`src/rtl/axi_bridge_pkg.sv`:
```
// Shared AXI types and constants for the AXI4-Lite to AXI4 bridge.
// size_for_width() maps a data bus width to the AXI AxSIZE encoding.
package axi_bridge_pkg;

  typedef enum logic [1:0] {
    OKAY   = 2'b00,
    EXOKAY = 2'b01,
    SLVERR = 2'b10,
    DECERR = 2'b11
  } resp_t;

  localparam logic [1:0] BURST_INCR      = 2'b01;
  localparam logic [3:0] CACHE_NORMAL_NC = 4'b0011;

  function automatic logic [2:0] size_for_width(input int width);
    logic [2:0] s;
    s = '0;
    for (int i = 0; i < 8; i++)
      if ((8 << i) == width) s = 3'(i);
    return s;
  endfunction

endpackage

```
`src/rtl/axil2axi_credit_bridge_if.sv`:
```
// Lite-side and AXI4-side signal bundle of the credit bridge.
// slave is the bridge view; master is the surrounding environment.
interface axil2axi_credit_bridge_if #(
  parameter int ID_WIDTH   = 8,
  parameter int ADDR_WIDTH = 32,
  parameter int DATA_WIDTH = 32
);
  import axi_bridge_pkg::*;

  localparam int SW = DATA_WIDTH / 8;

  logic                  s_awvalid, s_awready;
  logic [ADDR_WIDTH-1:0] s_awaddr;
  logic [2:0]            s_awprot;
  logic                  s_wvalid, s_wready;
  logic [DATA_WIDTH-1:0] s_wdata;
  logic [SW-1:0]         s_wstrb;
  logic                  s_bvalid, s_bready;
  resp_t                 s_bresp;
  logic                  s_arvalid, s_arready;
  logic [ADDR_WIDTH-1:0] s_araddr;
  logic [2:0]            s_arprot;
  logic                  s_rvalid, s_rready;
  logic [DATA_WIDTH-1:0] s_rdata;
  resp_t                 s_rresp;

  logic                  m_awvalid, m_awready;
  logic [ID_WIDTH-1:0]   m_awid;
  logic [ADDR_WIDTH-1:0] m_awaddr;
  logic [7:0]            m_awlen;
  logic [2:0]            m_awsize;
  logic [1:0]            m_awburst;
  logic                  m_awlock;
  logic [3:0]            m_awcache;
  logic [2:0]            m_awprot;
  logic [3:0]            m_awqos;
  logic                  m_wvalid, m_wready;
  logic [DATA_WIDTH-1:0] m_wdata;
  logic [SW-1:0]         m_wstrb;
  logic                  m_wlast;
  logic                  m_bvalid, m_bready;
  logic [ID_WIDTH-1:0]   m_bid;
  resp_t                 m_bresp;
  logic                  m_arvalid, m_arready;
  logic [ID_WIDTH-1:0]   m_arid;
  logic [ADDR_WIDTH-1:0] m_araddr;
  logic [7:0]            m_arlen;
  logic [2:0]            m_arsize;
  logic [1:0]            m_arburst;
  logic                  m_arlock;
  logic [3:0]            m_arcache;
  logic [2:0]            m_arprot;
  logic [3:0]            m_arqos;
  logic                  m_rvalid, m_rready;
  logic [ID_WIDTH-1:0]   m_rid;
  logic [DATA_WIDTH-1:0] m_rdata;
  resp_t                 m_rresp;
  logic                  m_rlast;

  modport slave (
    input  s_awvalid, s_awaddr, s_awprot, output s_awready,
    input  s_wvalid, s_wdata, s_wstrb, output s_wready,
    output s_bvalid, s_bresp, input s_bready,
    input  s_arvalid, s_araddr, s_arprot, output s_arready,
    output s_rvalid, s_rdata, s_rresp, input s_rready,
    output m_awvalid, m_awid, m_awaddr, m_awlen, m_awsize,
    output m_awburst, m_awlock, m_awcache, m_awprot, m_awqos,
    input  m_awready,
    output m_wvalid, m_wdata, m_wstrb, m_wlast, input m_wready,
    input  m_bvalid, m_bid, m_bresp, output m_bready,
    output m_arvalid, m_arid, m_araddr, m_arlen, m_arsize,
    output m_arburst, m_arlock, m_arcache, m_arprot, m_arqos,
    input  m_arready,
    input  m_rvalid, m_rid, m_rdata, m_rresp, m_rlast,
    output m_rready
  );

  modport master (
    output s_awvalid, s_awaddr, s_awprot, input s_awready,
    output s_wvalid, s_wdata, s_wstrb, input s_wready,
    input  s_bvalid, s_bresp, output s_bready,
    output s_arvalid, s_araddr, s_arprot, input s_arready,
    input  s_rvalid, s_rdata, s_rresp, output s_rready,
    input  m_awvalid, m_awid, m_awaddr, m_awlen, m_awsize,
    input  m_awburst, m_awlock, m_awcache, m_awprot, m_awqos,
    output m_awready,
    input  m_wvalid, m_wdata, m_wstrb, m_wlast, output m_wready,
    output m_bvalid, m_bid, m_bresp, input m_bready,
    input  m_arvalid, m_arid, m_araddr, m_arlen, m_arsize,
    input  m_arburst, m_arlock, m_arcache, m_arprot, m_arqos,
    output m_arready,
    output m_rvalid, m_rid, m_rdata, m_rresp, m_rlast,
    input  m_rready
  );

endinterface

```
`src/rtl/axi_skid_buffer.sv`:
```
// Two-entry registered valid/ready stage; in_ready and out_valid
// both come straight from flops, so ready never reaches valid.
module axi_skid_buffer #(
  parameter int WIDTH = 8
) (
  input  logic             clk,
  input  logic             rst_n,
  input  logic             in_valid,
  output logic             in_ready,
  input  logic [WIDTH-1:0] in_data,
  output logic             out_valid,
  input  logic             out_ready,
  output logic [WIDTH-1:0] out_data,
  output logic [1:0]       count
);

  logic [WIDTH-1:0] main_q, skid_q;
  logic             main_v, skid_v, rdy_q;
  logic             in_hs, pop, main_n, skid_n;

  assign in_hs = in_valid & rdy_q;
  assign pop   = ~main_v | out_ready;

  always_comb begin
    main_n = main_v;
    skid_n = skid_v;
    if (pop) begin
      main_n = skid_v | in_hs;
      skid_n = 1'b0;
    end else begin
      skid_n = skid_v | in_hs;
    end
  end

  always_ff @(posedge clk or negedge rst_n) begin
    if (!rst_n) begin
      main_v <= 1'b0;
      skid_v <= 1'b0;
      rdy_q  <= 1'b0;
      main_q <= '0;
      skid_q <= '0;
    end else begin
      main_v <= main_n;
      skid_v <= skid_n;
      rdy_q  <= ~skid_n;
      if (pop) begin
        if (skid_v) main_q <= skid_q;
        else if (in_hs) main_q <= in_data;
      end else if (in_hs) begin
        skid_q <= in_data;
      end
    end
  end

  assign in_ready  = rdy_q;
  assign out_valid = main_v;
  assign out_data  = main_q;
  assign count     = {1'b0, main_v} + {1'b0, skid_v};

endmodule

```
`src/rtl/axil2axi_credit_bridge.sv`:
```
// AXI4-Lite slave to AXI4 master bridge with per-direction credits,
// response timers and sticky protocol/timeout error flags.
module axil2axi_credit_bridge
  import axi_bridge_pkg::*;
#(
  parameter int ID_WIDTH        = 8,
  parameter int ADDR_WIDTH      = 32,
  parameter int DATA_WIDTH      = 32,
  parameter int ID_VALUE        = 0,
  parameter int MAX_OUTSTANDING = 4,
  parameter int TIMEOUT_CYCLES  = 1024
) (
  input  logic clk,
  input  logic rst_n,
  axil2axi_credit_bridge_if.slave bus,
  input  logic err_clear,
  output logic err_timeout,
  output logic err_protocol
);

  localparam int CW = $clog2(MAX_OUTSTANDING + 1);
  localparam int SW = DATA_WIDTH / 8;
  localparam int AW = ADDR_WIDTH + 3;
  localparam int TW = (TIMEOUT_CYCLES < 1) ? 1
                    : $clog2(TIMEOUT_CYCLES + 1);
  localparam logic [TW-1:0] TMAX  = TW'(TIMEOUT_CYCLES);
  localparam logic [TW-1:0] TLAST = TW'(TIMEOUT_CYCLES - 1);

  logic [CW-1:0] rd_cnt, aw_cnt, w_cnt;
  logic [CW-1:0] rd_n, aw_n, w_n;
  logic [TW-1:0] rd_tmr, wr_tmr, rd_tmr_n, wr_tmr_n;
  logic [1:0]    ar_occ, aw_occ, w_occ, b_occ, r_occ;
  logic          ar_rdy, aw_rdy, w_rdy;
  logic          ar_full, aw_full, w_full;
  logic          ar_hs, aw_hs, w_hs, b_hs, r_hs;
  logic          b_ok, r_ok, rd_to, wr_to, p_set;
  logic [AW-1:0] ar_out, aw_out;
  logic [SW+DATA_WIDTH-1:0] w_out;
  logic [1:0]    b_out;
  logic [DATA_WIDTH+1:0] r_out;
  logic          unused_ok;

  // in-flight = issued on the master side plus still parked in the skid
  assign ar_full = int'(rd_cnt) + int'(ar_occ) >= MAX_OUTSTANDING;
  assign aw_full = int'(aw_cnt) + int'(aw_occ) >= MAX_OUTSTANDING;
  assign w_full  = int'(w_cnt) + int'(w_occ) >= MAX_OUTSTANDING;

  assign bus.s_arready = ar_rdy & ~ar_full;
  assign bus.s_awready = aw_rdy & ~aw_full;
  assign bus.s_wready  = w_rdy & ~w_full;

  axi_skid_buffer #(.WIDTH(AW)) u_ar (
    .clk, .rst_n,
    .in_valid (bus.s_arvalid & ~ar_full),
    .in_ready (ar_rdy),
    .in_data  ({bus.s_arprot, bus.s_araddr}),
    .out_valid(bus.m_arvalid),
    .out_ready(bus.m_arready),
    .out_data (ar_out),
    .count    (ar_occ)
  );

  axi_skid_buffer #(.WIDTH(AW)) u_aw (
    .clk, .rst_n,
    .in_valid (bus.s_awvalid & ~aw_full),
    .in_ready (aw_rdy),
    .in_data  ({bus.s_awprot, bus.s_awaddr}),
    .out_valid(bus.m_awvalid),
    .out_ready(bus.m_awready),
    .out_data (aw_out),
    .count    (aw_occ)
  );

  axi_skid_buffer #(.WIDTH(SW + DATA_WIDTH)) u_w (
    .clk, .rst_n,
    .in_valid (bus.s_wvalid & ~w_full),
    .in_ready (w_rdy),
    .in_data  ({bus.s_wstrb, bus.s_wdata}),
    .out_valid(bus.m_wvalid),
    .out_ready(bus.m_wready),
    .out_data (w_out),
    .count    (w_occ)
  );

  // responses with no matching credit are swallowed here
  axi_skid_buffer #(.WIDTH(2)) u_b (
    .clk, .rst_n,
    .in_valid (bus.m_bvalid & b_ok),
    .in_ready (bus.m_bready),
    .in_data  (bus.m_bresp),
    .out_valid(bus.s_bvalid),
    .out_ready(bus.s_bready),
    .out_data (b_out),
    .count    (b_occ)
  );

  axi_skid_buffer #(.WIDTH(DATA_WIDTH + 2)) u_r (
    .clk, .rst_n,
    .in_valid (bus.m_rvalid & r_ok),
    .in_ready (bus.m_rready),
    .in_data  ({bus.m_rresp, bus.m_rdata}),
    .out_valid(bus.s_rvalid),
    .out_ready(bus.s_rready),
    .out_data (r_out),
    .count    (r_occ)
  );

  assign bus.m_araddr  = ar_out[ADDR_WIDTH-1:0];
  assign bus.m_arprot  = ar_out[AW-1:ADDR_WIDTH];
  assign bus.m_arid    = ID_WIDTH'(ID_VALUE);
  assign bus.m_arlen   = 8'd0;
  assign bus.m_arsize  = size_for_width(DATA_WIDTH);
  assign bus.m_arburst = BURST_INCR;
  assign bus.m_arlock  = 1'b0;
  assign bus.m_arcache = CACHE_NORMAL_NC;
  assign bus.m_arqos   = 4'd0;

  assign bus.m_awaddr  = aw_out[ADDR_WIDTH-1:0];
  assign bus.m_awprot  = aw_out[AW-1:ADDR_WIDTH];
  assign bus.m_awid    = ID_WIDTH'(ID_VALUE);
  assign bus.m_awlen   = 8'd0;
  assign bus.m_awsize  = size_for_width(DATA_WIDTH);
  assign bus.m_awburst = BURST_INCR;
  assign bus.m_awlock  = 1'b0;
  assign bus.m_awcache = CACHE_NORMAL_NC;
  assign bus.m_awqos   = 4'd0;

  assign bus.m_wdata   = w_out[DATA_WIDTH-1:0];
  assign bus.m_wstrb   = w_out[SW+DATA_WIDTH-1:DATA_WIDTH];
  assign bus.m_wlast   = 1'b1;

  assign bus.s_bresp   = resp_t'(b_out);
  assign bus.s_rdata   = r_out[DATA_WIDTH-1:0];
  assign bus.s_rresp   = resp_t'(r_out[DATA_WIDTH+1:DATA_WIDTH]);

  assign unused_ok = ^{b_occ, r_occ, bus.m_bid, bus.m_rid};

  assign ar_hs = bus.m_arvalid & bus.m_arready;
  assign aw_hs = bus.m_awvalid & bus.m_awready;
  assign w_hs  = bus.m_wvalid & bus.m_wready;
  assign b_hs  = bus.m_bvalid & bus.m_bready;
  assign r_hs  = bus.m_rvalid & bus.m_rready;
  assign b_ok  = (aw_cnt != '0) & (w_cnt != '0);
  assign r_ok  = rd_cnt != '0;

  assign p_set = (r_hs & ~r_ok) | (b_hs & ~b_ok)
               | (r_hs & ~bus.m_rlast);

  always_comb begin
    rd_n = rd_cnt + CW'(ar_hs) - CW'(r_hs & r_ok);
    aw_n = aw_cnt + CW'(aw_hs) - CW'(b_hs & b_ok);
    w_n  = w_cnt + CW'(w_hs) - CW'(b_hs & b_ok);
  end

  // timers park at TMAX so a saturated timer fires the flag only once
  always_comb begin
    rd_tmr_n = rd_tmr;
    rd_to    = 1'b0;
    if (rd_cnt == '0 || r_hs) begin
      rd_tmr_n = '0;
    end else if (!bus.m_rvalid && rd_tmr != TMAX) begin
      rd_tmr_n = rd_tmr + TW'(1);
      rd_to    = rd_tmr == TLAST;
    end
  end

  always_comb begin
    wr_tmr_n = wr_tmr;
    wr_to    = 1'b0;
    if (aw_cnt == '0 || b_hs) begin
      wr_tmr_n = '0;
    end else if (!bus.m_bvalid && wr_tmr != TMAX) begin
      wr_tmr_n = wr_tmr + TW'(1);
      wr_to    = wr_tmr == TLAST;
    end
  end

  always_ff @(posedge clk or negedge rst_n) begin
    if (!rst_n) begin
      rd_cnt       <= '0;
      aw_cnt       <= '0;
      w_cnt        <= '0;
      rd_tmr       <= '0;
      wr_tmr       <= '0;
      err_timeout  <= 1'b0;
      err_protocol <= 1'b0;
    end else begin
      rd_cnt       <= rd_n;
      aw_cnt       <= aw_n;
      w_cnt        <= w_n;
      rd_tmr       <= rd_tmr_n;
      wr_tmr       <= wr_tmr_n;
      err_timeout  <= (err_timeout & ~err_clear) | rd_to | wr_to;
      err_protocol <= (err_protocol & ~err_clear) | p_set;
    end
  end

endmodule

```
`src/flat_wrapper.sv`:
```
// flat-port wrapper written by rule: the top's interface ports become plain ports
module axil2axi_credit_bridge_flat import axi_bridge_pkg::*;
#(
  parameter int ID_WIDTH        = 8,
  parameter int ADDR_WIDTH      = 32,
  parameter int DATA_WIDTH      = 32,
  parameter int ID_VALUE        = 0,
  parameter int MAX_OUTSTANDING = 4,
  parameter int TIMEOUT_CYCLES  = 1024
)
  (clk, rst_n, err_clear, err_timeout, err_protocol, bus_s_awvalid, bus_s_awaddr, bus_s_awprot, bus_s_awready, bus_s_wvalid, bus_s_wdata, bus_s_wstrb, bus_s_wready, bus_s_bvalid, bus_s_bresp, bus_s_bready, bus_s_arvalid, bus_s_araddr, bus_s_arprot, bus_s_arready, bus_s_rvalid, bus_s_rdata, bus_s_rresp, bus_s_rready, bus_m_awvalid, bus_m_awid, bus_m_awaddr, bus_m_awlen, bus_m_awsize, bus_m_awburst, bus_m_awlock, bus_m_awcache, bus_m_awprot, bus_m_awqos, bus_m_awready, bus_m_wvalid, bus_m_wdata, bus_m_wstrb, bus_m_wlast, bus_m_wready, bus_m_bvalid, bus_m_bid, bus_m_bresp, bus_m_bready, bus_m_arvalid, bus_m_arid, bus_m_araddr, bus_m_arlen, bus_m_arsize, bus_m_arburst, bus_m_arlock, bus_m_arcache, bus_m_arprot, bus_m_arqos, bus_m_arready, bus_m_rvalid, bus_m_rid, bus_m_rdata, bus_m_rresp, bus_m_rlast, bus_m_rready);
  axil2axi_credit_bridge_if #(.ID_WIDTH(ID_WIDTH), .ADDR_WIDTH(ADDR_WIDTH), .DATA_WIDTH(DATA_WIDTH)) bus_i ();
  input  logic clk;
  input  logic rst_n;
  input  logic err_clear;
  output logic err_timeout;
  output logic err_protocol;
  input wire logic [$bits(bus_i.s_awvalid)-1:0] bus_s_awvalid;
  input wire logic [$bits(bus_i.s_awaddr)-1:0] bus_s_awaddr;
  input wire logic [$bits(bus_i.s_awprot)-1:0] bus_s_awprot;
  output wire logic [$bits(bus_i.s_awready)-1:0] bus_s_awready;
  input wire logic [$bits(bus_i.s_wvalid)-1:0] bus_s_wvalid;
  input wire logic [$bits(bus_i.s_wdata)-1:0] bus_s_wdata;
  input wire logic [$bits(bus_i.s_wstrb)-1:0] bus_s_wstrb;
  output wire logic [$bits(bus_i.s_wready)-1:0] bus_s_wready;
  output wire logic [$bits(bus_i.s_bvalid)-1:0] bus_s_bvalid;
  output wire logic [$bits(bus_i.s_bresp)-1:0] bus_s_bresp;
  input wire logic [$bits(bus_i.s_bready)-1:0] bus_s_bready;
  input wire logic [$bits(bus_i.s_arvalid)-1:0] bus_s_arvalid;
  input wire logic [$bits(bus_i.s_araddr)-1:0] bus_s_araddr;
  input wire logic [$bits(bus_i.s_arprot)-1:0] bus_s_arprot;
  output wire logic [$bits(bus_i.s_arready)-1:0] bus_s_arready;
  output wire logic [$bits(bus_i.s_rvalid)-1:0] bus_s_rvalid;
  output wire logic [$bits(bus_i.s_rdata)-1:0] bus_s_rdata;
  output wire logic [$bits(bus_i.s_rresp)-1:0] bus_s_rresp;
  input wire logic [$bits(bus_i.s_rready)-1:0] bus_s_rready;
  output wire logic [$bits(bus_i.m_awvalid)-1:0] bus_m_awvalid;
  output wire logic [$bits(bus_i.m_awid)-1:0] bus_m_awid;
  output wire logic [$bits(bus_i.m_awaddr)-1:0] bus_m_awaddr;
  output wire logic [$bits(bus_i.m_awlen)-1:0] bus_m_awlen;
  output wire logic [$bits(bus_i.m_awsize)-1:0] bus_m_awsize;
  output wire logic [$bits(bus_i.m_awburst)-1:0] bus_m_awburst;
  output wire logic [$bits(bus_i.m_awlock)-1:0] bus_m_awlock;
  output wire logic [$bits(bus_i.m_awcache)-1:0] bus_m_awcache;
  output wire logic [$bits(bus_i.m_awprot)-1:0] bus_m_awprot;
  output wire logic [$bits(bus_i.m_awqos)-1:0] bus_m_awqos;
  input wire logic [$bits(bus_i.m_awready)-1:0] bus_m_awready;
  output wire logic [$bits(bus_i.m_wvalid)-1:0] bus_m_wvalid;
  output wire logic [$bits(bus_i.m_wdata)-1:0] bus_m_wdata;
  output wire logic [$bits(bus_i.m_wstrb)-1:0] bus_m_wstrb;
  output wire logic [$bits(bus_i.m_wlast)-1:0] bus_m_wlast;
  input wire logic [$bits(bus_i.m_wready)-1:0] bus_m_wready;
  input wire logic [$bits(bus_i.m_bvalid)-1:0] bus_m_bvalid;
  input wire logic [$bits(bus_i.m_bid)-1:0] bus_m_bid;
  input wire logic [$bits(bus_i.m_bresp)-1:0] bus_m_bresp;
  output wire logic [$bits(bus_i.m_bready)-1:0] bus_m_bready;
  output wire logic [$bits(bus_i.m_arvalid)-1:0] bus_m_arvalid;
  output wire logic [$bits(bus_i.m_arid)-1:0] bus_m_arid;
  output wire logic [$bits(bus_i.m_araddr)-1:0] bus_m_araddr;
  output wire logic [$bits(bus_i.m_arlen)-1:0] bus_m_arlen;
  output wire logic [$bits(bus_i.m_arsize)-1:0] bus_m_arsize;
  output wire logic [$bits(bus_i.m_arburst)-1:0] bus_m_arburst;
  output wire logic [$bits(bus_i.m_arlock)-1:0] bus_m_arlock;
  output wire logic [$bits(bus_i.m_arcache)-1:0] bus_m_arcache;
  output wire logic [$bits(bus_i.m_arprot)-1:0] bus_m_arprot;
  output wire logic [$bits(bus_i.m_arqos)-1:0] bus_m_arqos;
  input wire logic [$bits(bus_i.m_arready)-1:0] bus_m_arready;
  input wire logic [$bits(bus_i.m_rvalid)-1:0] bus_m_rvalid;
  input wire logic [$bits(bus_i.m_rid)-1:0] bus_m_rid;
  input wire logic [$bits(bus_i.m_rdata)-1:0] bus_m_rdata;
  input wire logic [$bits(bus_i.m_rresp)-1:0] bus_m_rresp;
  input wire logic [$bits(bus_i.m_rlast)-1:0] bus_m_rlast;
  output wire logic [$bits(bus_i.m_rready)-1:0] bus_m_rready;
  assign bus_i.s_awvalid = bus_s_awvalid;
  assign bus_i.s_awaddr = bus_s_awaddr;
  assign bus_i.s_awprot = bus_s_awprot;
  assign bus_s_awready = bus_i.s_awready;
  assign bus_i.s_wvalid = bus_s_wvalid;
  assign bus_i.s_wdata = bus_s_wdata;
  assign bus_i.s_wstrb = bus_s_wstrb;
  assign bus_s_wready = bus_i.s_wready;
  assign bus_s_bvalid = bus_i.s_bvalid;
  assign bus_s_bresp = bus_i.s_bresp;
  assign bus_i.s_bready = bus_s_bready;
  assign bus_i.s_arvalid = bus_s_arvalid;
  assign bus_i.s_araddr = bus_s_araddr;
  assign bus_i.s_arprot = bus_s_arprot;
  assign bus_s_arready = bus_i.s_arready;
  assign bus_s_rvalid = bus_i.s_rvalid;
  assign bus_s_rdata = bus_i.s_rdata;
  assign bus_s_rresp = bus_i.s_rresp;
  assign bus_i.s_rready = bus_s_rready;
  assign bus_m_awvalid = bus_i.m_awvalid;
  assign bus_m_awid = bus_i.m_awid;
  assign bus_m_awaddr = bus_i.m_awaddr;
  assign bus_m_awlen = bus_i.m_awlen;
  assign bus_m_awsize = bus_i.m_awsize;
  assign bus_m_awburst = bus_i.m_awburst;
  assign bus_m_awlock = bus_i.m_awlock;
  assign bus_m_awcache = bus_i.m_awcache;
  assign bus_m_awprot = bus_i.m_awprot;
  assign bus_m_awqos = bus_i.m_awqos;
  assign bus_i.m_awready = bus_m_awready;
  assign bus_m_wvalid = bus_i.m_wvalid;
  assign bus_m_wdata = bus_i.m_wdata;
  assign bus_m_wstrb = bus_i.m_wstrb;
  assign bus_m_wlast = bus_i.m_wlast;
  assign bus_i.m_wready = bus_m_wready;
  assign bus_i.m_bvalid = bus_m_bvalid;
  assign bus_i.m_bid = bus_m_bid;
  assign bus_i.m_bresp = bus_m_bresp;
  assign bus_m_bready = bus_i.m_bready;
  assign bus_m_arvalid = bus_i.m_arvalid;
  assign bus_m_arid = bus_i.m_arid;
  assign bus_m_araddr = bus_i.m_araddr;
  assign bus_m_arlen = bus_i.m_arlen;
  assign bus_m_arsize = bus_i.m_arsize;
  assign bus_m_arburst = bus_i.m_arburst;
  assign bus_m_arlock = bus_i.m_arlock;
  assign bus_m_arcache = bus_i.m_arcache;
  assign bus_m_arprot = bus_i.m_arprot;
  assign bus_m_arqos = bus_i.m_arqos;
  assign bus_i.m_arready = bus_m_arready;
  assign bus_i.m_rvalid = bus_m_rvalid;
  assign bus_i.m_rid = bus_m_rid;
  assign bus_i.m_rdata = bus_m_rdata;
  assign bus_i.m_rresp = bus_m_rresp;
  assign bus_i.m_rlast = bus_m_rlast;
  assign bus_m_rready = bus_i.m_rready;
  axil2axi_credit_bridge #(.ID_WIDTH(ID_WIDTH), .ADDR_WIDTH(ADDR_WIDTH), .DATA_WIDTH(DATA_WIDTH), .ID_VALUE(ID_VALUE), .MAX_OUTSTANDING(MAX_OUTSTANDING), .TIMEOUT_CYCLES(TIMEOUT_CYCLES)) u_core (.clk(clk), .rst_n(rst_n), .bus(bus_i), .err_clear(err_clear), .err_timeout(err_timeout), .err_protocol(err_protocol));
endmodule
```
`config.mk`:
```
export PLATFORM = sky130hd
export DESIGN_NAME = axil2axi_credit_bridge_flat
export DESIGN_NICKNAME = d
export VERILOG_FILES = /design/src/rtl/axi_bridge_pkg.sv /design/src/rtl/axil2axi_credit_bridge_if.sv /design/src/rtl/axi_skid_buffer.sv /design/src/rtl/axil2axi_credit_bridge.sv /design/src/flat_wrapper.sv
export SDC_FILE = /design/constraint.sdc
export NUM_CORES = 1
export LEC_CHECK = 0
export ABC_AREA = 1
export CAP_MARGIN = 25
export CELL_PAD_IN_SITES_DETAIL_PLACEMENT = 0
export CELL_PAD_IN_SITES_GLOBAL_PLACEMENT = 1
export CORE_UTILIZATION = 34
export DETAILED_ROUTE_END_ITERATION = 10
export GPL_ROUTABILITY_DRIVEN = 0
export PLACE_DENSITY_LB_ADDON = 0.1
export SLEW_MARGIN = 20
export SYNTH_ARGS = -nofsm -noshare
export SYNTH_HDL_FRONTEND = slang
export SYNTH_HIERARCHICAL = 1
export SYNTH_SLANG_ARGS = --single-unit
```
`constraint.sdc`:
```
create_clock -name clk -period 2.79 [get_ports clk]
set_clock_uncertainty 0.15 [all_clocks]
set_input_delay 0.279 -clock clk [delete_from_list [all_inputs] [get_ports clk]]
set_output_delay 0.279 -clock clk [all_outputs]
set_load 0.005 [all_outputs]
```
==> results of run 1 <==
[per-stage QoR]
step	util [%]	hold WS, ns	instances	setup WS [ns]
final	43.88	0.1405	3032	0.1745
after global routing	43.88	0.1296	3032	0.02389
after CTS	43.87	0.1003	3032	0.01176
after detailed placement	40.94	0.1315	2955	0.1887
after global placement	40.94	0.1383	2955	0.2869
after floorplan	-	-0.1666	2164	0.6010
[sequential cells by signal, indices dropped and copies added, names as in the netlist, 11 cells and up]
signal,cells
u_core/u_w/out_data,36
u_core/u_w/skid_q,36
u_core/u_ar/out_data,35
u_core/u_ar/skid_q,35
u_core/u_aw/out_data,35
u_core/u_aw/skid_q,35
u_core/u_r/out_data,34
u_core/u_r/skid_q,34
u_core/rd_tmr,11
u_core/wr_tmr,11
[path summary, 6_finish.rpt]
check,start,end,depth (start not counted)
min in group clk,bus_s_wdata[28],u_core/u_w/skid_q[28]$_DFFE_PN0P_,3
worst min register to register,u_core/u_aw/skid_q[10]$_DFFE_PN0P_,u_core/u_aw/skid_q[10]$_DFFE_PN0P_,2
max in group asynchronous,rst_n,u_core/u_w/skid_q[7]$_DFFE_PN0P_,3
worst max-delay path,u_core/u_aw/out_valid$_DFFE_PN0P_,bus_s_awready,6
worst max register to register,u_core/u_w/out_valid$_DFFE_PN0P_,u_core/u_w/out_data[15]$_DFFE_PN0P_,10
worst min-delay path,rst_n,u_core/u_r/out_data[13]$_DFFE_PN0P_,2
[routing by layer]
layer | up-vias | share of wire (%) | wire length (microns) | track usage (%)
met5 | - | 0.13 | 62 | 0
met4 | 10 | 1.8 | 841 | 5.006
met3 | 61 | 5.4 | 2547 | 4.043
met2 | 298 | 48 | 22430 | 31.30
met1 | 6505 | 45 | 21210 | 25.64
li1 | 6941 | - | - | -
[power breakdown]
group | leakage, nW | total (mW) | switching [mW] | internal, mW
Sequential | 4.15 | 8.29 | 1.30 | 6.98
Clock | 0.690 | 5.44 | 2.10 | 3.35
Combinational | 6.26 | 7.64 | 4.07 | 3.57
[cell usage in the layout, fill, tap and decap left out, types with 4 or more instances in the layout]
cell and n:
a21oi_1 4, buf_12 5, buf_4 22, clkbuf_1 13, clkbuf_16 45, clkbuf_8 12
clkdlybuf4s50_1 307, clkinv_2 5, conb_1 61, dfrtp_1 331, ha_1 14, inv_1 48
inv_2 5, inv_6 4, nand2_1 1240, nand2_2 4, nand2_4 10, nand2_8 7
nand3_1 164, nand3_2 6, nand4_1 18, nand4_2 4, nor2_1 41, nor2_2 5
nor2_4 4, o21ai_0 5, xor2_1 8
[final cells by class]
class | instances | area, sq um | share of cell area, %
clock buffers | 70 | 1340 | 6.370
clock inverters | 6 | 55.05 | 0.2617
inverters | 57 | 234.0 | 1.112
multi-input cells | 1615 | 6954 | 33.06
flip-flops and latches | 332 | 8309 | 39.50
well taps | 615 | 769.5 | 3.658
repair buffers | 337 | 3376 | 16.05
[what timing repair did]
action / CTS / global route
hold buffers: 1 / 0
endpoints found under the hold margin: 100 / 0
setup buffers: 0 / 0
endpoints found under the setup margin: 1 / 1
resized for setup: 1 / 1
pin swaps: 0 / 0
==> flow_summary_export.csv, run 1 <==
group,metric,value,unit
cts,clockBufferDepth,3,
cts,path_clk_slew,0.05,ns
power,p_leak,11.09,nW
final_layout,diodes,0,
placed_design,placed_area,19630,sq um
setup_path,worst_path_most_repeated_cell,"ha_1",
setup_path,end_kind,"primary output",
setup_path,critPathLaunchType,"flip-flop",
die,die_w,222.9,microns
setup_path,critPathKind,"flip-flop to primary output",
setup_path,critPathTopFamily,"buffers and inverters",
power,ir_drop,0.6279,mV
sta,finalCriticalPeriod,2.615,ns
setup_path,cpPeakStageDelay,0.55,ns
routing,drt_iter0_markers,814,
placed_design,dpl.hpwl,29990,microns
final_layout,fin_area,21040,sq um
sta,worst-slew-pin-transition,0.5943,ns
grt,grt_util_all_layers,19.13,%
power,p_per_area,1016,nW/um^2
routing,num_vias,13815,
sta,rsz0062_at_grt,"no",
sta,drv_slew,0,
setup_path,critPathMaxFanout,2,
cts,root_buffer,"clkbuf_16",
die,die_h,222.9,microns
sta,slew_headroom,60.38,%
cts,clock-sinks,332,
yosys,synth_area,16590,sq um
cts,numCtsBuffers,42,
routing,wirelength,47090,microns
final_layout,fillerInstances,4829,
die,rows,80,
sta,final-setup-viol-count,0,
grt,grt_antenna_before_repair,5,
setup_path,critPathRequiredTime,2.36,ns
sta,fin_setup_tns,0,ns
yosys,synthCells,2105,
routing,post_drt_wl_per_cell,15.53,microns
final_layout,drive_gt1_share,6.123,%
setup_path,r2r_slack,0.31,ns
grt,grt_first_pass_wirelength,76060,microns
cts,htreeDepth,2,
yosys,syn_area_per_cell,7.880,sq um
sta,period_share,93.74,%
setup_path,worstPathCellList,"ha_1 -> ha_1 -> nand3_1 -> nand2_1 -> nor2_1 -> clkdlybuf4s50_1",
sta,timing.fmax,0.3823,GHz
setup_path,crit_arrival,2.19,ns
die,pin_count,387,
grt,grt_max_degree,73,
sta,hold_viol,0,
routing,first_pass_iters,5,
grt,grt_pass1_vias,13479,
routing,postRouteAntennaNets,0,
final_layout,syn_to_final_growth,26.83,%
grt,grt_overflow,0,
die,die_area,49670,sq um
placed_design,portBuffers,309,
die,core_area,47950,sq um
yosys,yosysWarnings,6,
status,status,"finished clean",
die,start_util,34.60,%
job,cap_violations,0,
setup_path,slowest_stage,"clkdlybuf4s50_1",
setup_path,path_buf_inv,1,
final_layout,final_nets,2574,
power,p_total,21.37,mW
cts,cts_tree,"built",
cts,clkLatencyLatePin,0.55,ns
routing,via_per_inst,4.556,
routing,post-route-drc-count,0,
hold_path,hp-class,"primary input to asynchronous set/reset pin",
No activity file was read; power rests on OpenSTA's default activity.
==> inputs of run 2 (changes only) <==
--- a/config.mk
+++ b/config.mk
@@ -6,6 +6,7 @@
 export NUM_CORES = 1
 export LEC_CHECK = 0
 export ABC_AREA = 1
+export ABC_CLOCK_PERIOD_IN_PS = 2790
 export CAP_MARGIN = 25
 export CELL_PAD_IN_SITES_DETAIL_PLACEMENT = 0
 export CELL_PAD_IN_SITES_GLOBAL_PLACEMENT = 1
==> results of run 2 <==
Final layout, timing and power as in run 1 (identical DEF).
